### src/rtl/gnn_pkg.sv
// Shared GNN pipeline constants and the dispatcher state encoding.
package gnn_pkg;

    localparam int unsigned TOTAL_F    = 3703;
    localparam int unsigned NUM_CORE   = 64;
    localparam int unsigned F_PER_CORE = 32;
    localparam int unsigned FW         = 12;
    localparam int unsigned EW         = 16;
    localparam int unsigned CW         = $clog2(NUM_CORE);

    typedef enum logic [1:0] {
        ST_IDLE   = 2'd0,
        ST_EDGE_A = 2'd1,
        ST_EDGE_B = 2'd2,
        ST_CARRY  = 2'd3
    } disp_state_e;

endpackage

### src/rtl/range_chunker.sv
// One work chunk: hi = min(lo+32, end, cap), done when hi reaches min(end, cap).
module range_chunker
    import gnn_pkg::*;
(
    input  logic [FW-1:0] lo_i,
    input  logic [FW-1:0] end_i,
    input  logic [FW-1:0] cap_i,
    output logic [FW-1:0] hi_o,
    output logic          done_o
);

    logic [FW:0] step;
    logic [FW:0] lim;
    logic [FW:0] hi_w;

    // Chunk end and completion flag, evaluated one bit wider so lo+32 cannot wrap.
    always_comb begin
        step   = {1'b0, lo_i} + (FW+1)'(F_PER_CORE);
        lim    = (end_i < cap_i) ? {1'b0, end_i} : {1'b0, cap_i};
        hi_w   = (step < lim) ? step : lim;
        hi_o   = FW'(hi_w);
        done_o = (hi_w == lim);
    end

endmodule

### src/rtl/s2_core_dispatch.sv
// Walks the compute cores for one S2 split: edge e_i tail, then edge e_i+1 head,
// emitting a carry-over start feature when the cores run out first.
module s2_core_dispatch
    import gnn_pkg::*;
(
    input  logic          clk,
    input  logic          rst,
    input  logic          split_valid,
    output logic          split_ready,
    input  logic [FW-1:0] last_f,
    input  logic [FW-1:0] f21,
    input  logic [FW-1:0] f22,
    input  logic          need_mt64,
    input  logic [EW-1:0] edge_idx,
    output logic          asg_valid,
    input  logic          asg_ready,
    output logic [CW-1:0] asg_core,
    output logic [EW-1:0] asg_edge,
    output logic [FW-1:0] asg_f_lo,
    output logic [FW-1:0] asg_f_hi,
    output logic          asg_last,
    output logic          fin_valid,
    input  logic          fin_ready,
    output logic [FW-1:0] fin,
    output logic [EW-1:0] fin_edge,
    output logic          fin_mt64
);

    localparam logic [CW-1:0] CORE_MAX   = CW'(NUM_CORE - 1);
    localparam logic [FW-1:0] TOTAL_FW   = FW'(TOTAL_F);

    disp_state_e   state_q, state_d;
    logic [CW-1:0] core_q, core_d;
    logic [FW-1:0] lo_q, lo_d;
    logic [FW-1:0] hi_q, hi_d;
    logic          done_q, done_d;
    logic          last_q, last_d;
    logic [FW-1:0] f21_q, f21_d;
    logic [FW-1:0] f22_q, f22_d;
    logic          mt64_q, mt64_d;
    logic [EW-1:0] edge_q, edge_d;
    logic [EW-1:0] asg_edge_q, asg_edge_d;
    logic [FW-1:0] fin_q, fin_d;
    logic [EW-1:0] fin_edge_q, fin_edge_d;

    logic          load_chunk;
    logic          asg_hs;
    logic [FW-1:0] chunk_end;
    logic [FW-1:0] chunk_cap;
    logic [FW-1:0] chunk_hi;
    logic          chunk_done;

    assign split_ready = (state_q == ST_IDLE);
    assign asg_valid   = (state_q == ST_EDGE_A) || (state_q == ST_EDGE_B);
    assign fin_valid   = (state_q == ST_CARRY);
    assign asg_core    = core_q;
    assign asg_edge    = asg_edge_q;
    assign asg_f_lo    = lo_q;
    assign asg_f_hi    = hi_q;
    assign asg_last    = last_q;
    assign fin         = fin_q;
    assign fin_edge    = fin_edge_q;
    assign fin_mt64    = mt64_q;
    assign asg_hs      = asg_valid && asg_ready;

    // State and datapath registers; reset drops any round in flight.
    always_ff @(posedge clk or posedge rst) begin
        if (rst) begin
            state_q    <= ST_IDLE;
            core_q     <= '0;
            lo_q       <= '0;
            hi_q       <= '0;
            done_q     <= 1'b0;
            last_q     <= 1'b0;
            f21_q      <= '0;
            f22_q      <= '0;
            mt64_q     <= 1'b0;
            edge_q     <= '0;
            asg_edge_q <= '0;
            fin_q      <= '0;
            fin_edge_q <= '0;
        end else begin
            state_q    <= state_d;
            core_q     <= core_d;
            lo_q       <= lo_d;
            hi_q       <= hi_d;
            done_q     <= done_d;
            last_q     <= last_d;
            f21_q      <= f21_d;
            f22_q      <= f22_d;
            mt64_q     <= mt64_d;
            edge_q     <= edge_d;
            asg_edge_q <= asg_edge_d;
            fin_q      <= fin_d;
            fin_edge_q <= fin_edge_d;
        end
    end

    // Next-state: split accept, per-handshake core walk and carry resolution.
    always_comb begin
        state_d    = state_q;
        core_d     = core_q;
        lo_d       = lo_q;
        f21_d      = f21_q;
        f22_d      = f22_q;
        mt64_d     = mt64_q;
        edge_d     = edge_q;
        fin_d      = fin_q;
        fin_edge_d = fin_edge_q;
        load_chunk = 1'b0;

        unique case (state_q)
            ST_IDLE: begin
                if (split_valid) begin
                    f21_d  = f21;
                    f22_d  = f22;
                    mt64_d = need_mt64;
                    edge_d = edge_idx;
                    core_d = '0;
                    if (last_f < f21) begin
                        state_d    = ST_EDGE_A;
                        lo_d       = last_f;
                        load_chunk = 1'b1;
                    end else if (f22 != '0) begin
                        state_d    = ST_EDGE_B;
                        lo_d       = '0;
                        load_chunk = 1'b1;
                    end
                end
            end
            ST_EDGE_A: begin
                if (asg_hs) begin
                    if (done_q) begin
                        if ((core_q != CORE_MAX) && (f22_q != '0)) begin
                            state_d    = ST_EDGE_B;
                            core_d     = core_q + CW'(1);
                            lo_d       = '0;
                            load_chunk = 1'b1;
                        end else begin
                            // Edge e_i+1 never started: its carry begins at feature 0.
                            state_d    = ST_CARRY;
                            fin_d      = '0;
                            fin_edge_d = edge_q + EW'(1);
                        end
                    end else if (core_q == CORE_MAX) begin
                        state_d    = ST_CARRY;
                        fin_d      = hi_q;
                        fin_edge_d = edge_q;
                    end else begin
                        core_d     = core_q + CW'(1);
                        lo_d       = hi_q;
                        load_chunk = 1'b1;
                    end
                end
            end
            ST_EDGE_B: begin
                if (asg_hs) begin
                    if (done_q || (core_q == CORE_MAX)) begin
                        if (hi_q < TOTAL_FW) begin
                            state_d    = ST_CARRY;
                            fin_d      = hi_q;
                            fin_edge_d = edge_q + EW'(1);
                        end else begin
                            state_d = ST_IDLE;
                        end
                    end else begin
                        core_d     = core_q + CW'(1);
                        lo_d       = hi_q;
                        load_chunk = 1'b1;
                    end
                end
            end
            ST_CARRY: begin
                if (fin_ready) begin
                    state_d = ST_IDLE;
                end
            end
            default: state_d = ST_IDLE;
        endcase
    end

    // Range limits for the chunk about to be presented.
    always_comb begin
        chunk_end = f22_d;
        chunk_cap = TOTAL_FW;
        if (state_d == ST_EDGE_A) begin
            chunk_end = f21_d;
            chunk_cap = f21_d;
        end
    end

    range_chunker u_chunker (
        .lo_i   (lo_d),
        .end_i  (chunk_end),
        .cap_i  (chunk_cap),
        .hi_o   (chunk_hi),
        .done_o (chunk_done)
    );

    // Precompute hi, done, last and edge of the next assignment so they leave a flop.
    always_comb begin
        hi_d       = hi_q;
        done_d     = done_q;
        last_d     = last_q;
        asg_edge_d = asg_edge_q;
        if (load_chunk) begin
            hi_d   = chunk_hi;
            done_d = chunk_done;
            if (state_d == ST_EDGE_A) begin
                last_d     = (chunk_done && !((core_d != CORE_MAX) && (f22_d != '0)))
                             || (core_d == CORE_MAX);
                asg_edge_d = edge_d;
            end else begin
                last_d     = chunk_done || (core_d == CORE_MAX);
                asg_edge_d = edge_d + EW'(1);
            end
        end
    end

endmodule
### config.mk
export PLATFORM = sky130hd
export DESIGN_NAME = s2_core_dispatch
export DESIGN_NICKNAME = d
export VERILOG_FILES = /design/src/rtl/gnn_pkg.sv /design/src/rtl/range_chunker.sv /design/src/rtl/s2_core_dispatch.sv
export SDC_FILE = /design/constraint.sdc
export NUM_CORES = 1
export LEC_CHECK = 0
export ABC_AREA = 1
export CAP_MARGIN = 5
export CELL_PAD_IN_SITES_DETAIL_PLACEMENT = 1
export CELL_PAD_IN_SITES_GLOBAL_PLACEMENT = 2
export CORE_ASPECT_RATIO = 1.75
export CORE_MARGIN = 3
export CORE_UTILIZATION = 30
export DETAILED_ROUTE_END_ITERATION = 10
export PLACE_DENSITY_LB_ADDON = 0.05
export SLEW_MARGIN = 20
export SYNTH_ARGS = -nofsm -noshare
export SYNTH_HDL_FRONTEND = slang
export SYNTH_SLANG_ARGS = --single-unit
export TNS_END_PERCENT = 1
### constraint.sdc
create_clock -name clk -period 5.4 [get_ports clk]
set_clock_uncertainty 0.2 [all_clocks]
set_input_delay 1.35 -clock clk [delete_from_list [all_inputs] [get_ports clk]]
set_output_delay 1.35 -clock clk [all_outputs]
set_load 0.05 [all_outputs]
==> flow_summary.yaml <==
synth:
  yosysSeqAreaShare: 0.384
  synth_area_um2: 7750
  yosys.area.top_type_share: 0.384
  ys_seq_elements: 119
  async_flop_share: 1.00
  synth_top_flop_cell: "dfrtp_1"
  syn_inst: 1061
  syn_nets: 1160
  synth-edff-count: 0
  yosysTopAreaCell: "dfrtp_1"
  synth_cell_types: 48
  yosysWarnings: 0
  syn_avg_cell_area_um2: 7.30
  synthTopCellsByArea: "dfrtp_1, nand2_1, inv_1, o21ai_0, ha_1"
clocking:
  clk_pin_slew_ns: 0.06
  clk_latency_ns: 0.44
  cts_made_buffers: 17
  cts_htree_levels: 4
  clk_path_buf_depth: 2
  hold_buffers: 0
  clock_sinks: 119
  cts_tree: "done"
  ctsRootBufferMaster: "clkbuf_16"
placed_design:
  post-dp-hpwl_um: 25000
  gp_congestion: 0.903
  port_buffers: 136
  post-place-ws_ns: -1.32
worst_setup_path:
  critPathSlowestCell: "o221a_2"
  cpPeakStageDelay_ns: 0.26
  worstPathMaxFanout: 7
  worstSetupPathType: "input pin to flop"
  critPathArrivalTime_ns: 5.82
  endpoint_kind: "flop"
  required_ns: 5.51
  critPathLaunchType: "input pin"
drt:
  detail-route-antenna-nets: 0
  num_vias: 8314
  viasPerCell: 4.85
  drt_first_pass_iters: 4
  wire_per_inst_um: 18.3
  drtIter0Drc: 278
  routed_wl_um: 31400
  drc: 0
global_routing:
  grt_pass1_vias: 8958
  grt_max_degree: 80
  antenna_found_initial: 0
  grt_use_total: 0.229
  gr-total-overflow: 0
  grt_pass1_wl_um: 48300
floorplanning:
  fp.dieW_um: 127
  fp.dieH_um: 219
  dieArea_um2: 27900
  ios: 137
  core.rowCount: 77
  core_region_area_um2: 25300
  start_util: 0.306
timing:
  hold_violations: 0
  setup_viol: 14
  setup_tns_ns: -2.40
  min_period_ns: 5.71
  fmax_mhz: 175
  setup_ws_ns: -0.313
  drv_slew: 0
  tightest_slew_ns: 0.920
  relSlewSlack: 0.384
  min_period_over_period: 1.06
  rsz0062_at_grt: "true"
finish:
  antenna_cells: 0
  synthToLayoutAreaGrowth_pct: 57.4
  finalNetCount: 1485
  drive_gt1_frac: 0.279
run_status:
  status: "finished with violations"
  violations: "negative setup slack"
worst_hold_path:
  hold_path.class: "flop to flop"
run:
  cap_violations: 0
-- cells in the final DEF, fill, tap and decap left out, types with 7 or more instances in the layout --
cell / netlist / final
nand2_1: 273 / 250
buf_4: 4 / 193
inv_1: 163 / 147
dfrtp_1: 119 / 119
clkdlybuf4s50_1: 0 / 98
o21ai_0: 111 / 97
nor2_1: 82 / 69
a21oi_1: 54 / 38
nand3_1: 30 / 28
nand2_2: 7 / 25
nand4_1: 23 / 23
ha_1: 41 / 22
xor2_1: 20 / 19
ha_4: 0 / 18
clkbuf_16: 0 / 17
o22ai_1: 13 / 13
o21ai_1: 3 / 13
buf_6: 3 / 13
inv_2: 4 / 12
dlygate4sd2_1: 0 / 12
nor2_2: 3 / 11
a21oi_2: 0 / 10
nand3_2: 5 / 7
nor2_4: 2 / 7
inv_4: 0 / 7
a22oi_1: 7 / 7
buf_2: 10 / 7
-- Yosys cell counts (4+ instances only) --
cell,number
a211oi_1,4
inv_1,163
xor2_1,20
buf_2,10
nand3b_1,6
buf_4,4
nand4_1,23
ha_1,41
clkbuf_1,19
a31oi_1,5
xnor2_1,4
nor2_1,82
nor3_1,9
dfrtp_1,119
o21ai_0,111
o31ai_1,6
a21oi_1,54
a22oi_1,7
nand2_2,7
nand2_1,273
nand3_2,5
o22ai_1,13
nor4_1,4
inv_2,4
nand3_1,30
-- critical path, delay by kind of cell --
kind	cells	cell delay, ns
AO/OA/AOI/OAI	10	1.47
adder cells (fa/ha/maj)	3	0.67
buffers and inverters	6	0.68
AND/OR/NAND/NOR	16	1.65
-- layout make-up --
cell class / count / area (um2)
fillers: 3097 / 13100
multi-input cells: 737 / 4510
repair buffers: 344 / 3040
flip-flops and latches: 119 / 2980
inverters: 167 / 657
clock buffers: 18 / 439
well taps: 316 / 395
clock inverters: 13 / 179
-- registers in the layout, indices dropped and copies added (netlist names) --
register and count:
asg_last 1, done_q 1, asg_core 6, fin_mt64 1
state_q 2, asg_edge 16, edge_q 16, fin_edge 16
asg_f_lo 12, asg_f_hi 12, f21_q 12, fin 12
f22_q 12
-- path summary, 6_finish.rpt --
kind	endpoint	cells past startpoint	from	slack, ns
max	done_q	35	f21[11]	-0.31
min	asg_edge[7]	2	asg_edge[7]	0.28
max in group asynchronous	asg_edge[13]	3	rst	2.98
min in group asynchronous	fin_edge[3]	2	rst	1.13
min reg2reg	asg_edge[7]	2	asg_edge[7]	0.28
max reg2reg	done_q	36	asg_core[0]	0.09
-- kinds of logic after synthesis --
kind of cell | after synthesis | share of synthesized area
compound gates | 217 | 0.158
fa+ha+maj | 41 | 0.0662
flops | 119 | 0.384
simple gates | 450 | 0.252
xor+xnor | 24 | 0.0271
mux | 5 | 0.00694
buf+inv | 205 | 0.106
-- layer usage --
layer	share of wire	global-route usage	up-vias
li1	-	-	4099
met1	0.34	0.213	4018
met2	0.59	0.471	153
met3	0.027	0.0328	44
met4	0.044	0.106	0
met5	0	0	-
-- per-stage QoR --
step	instance area [um2]	hold slack [ns]	instances	utilization
floorplan	7860	0.239	1061	-
global placement	10700	0.264	1642	0.424
detailed placement	10700	0.268	1642	0.424
CTS	12000	0.287	1707	0.474
global route	12200	0.305	1714	0.481
finish	12200	0.282	1714	0.481
-- what timing repair did --
| action | CTS | global route |
|---|---|---|
| buffers inserted | 32 | 7 |
| cloned | 2 | 0 |
| pin swaps | 67 | 29 |
| gates resized for setup | 199 | 31 |
| setup endpoints to repair | 14 | 14 |
Power is left out: the tool's default activity adds up to more than one toggle a clock period on the data nets, which glitch-free logic cannot reach.
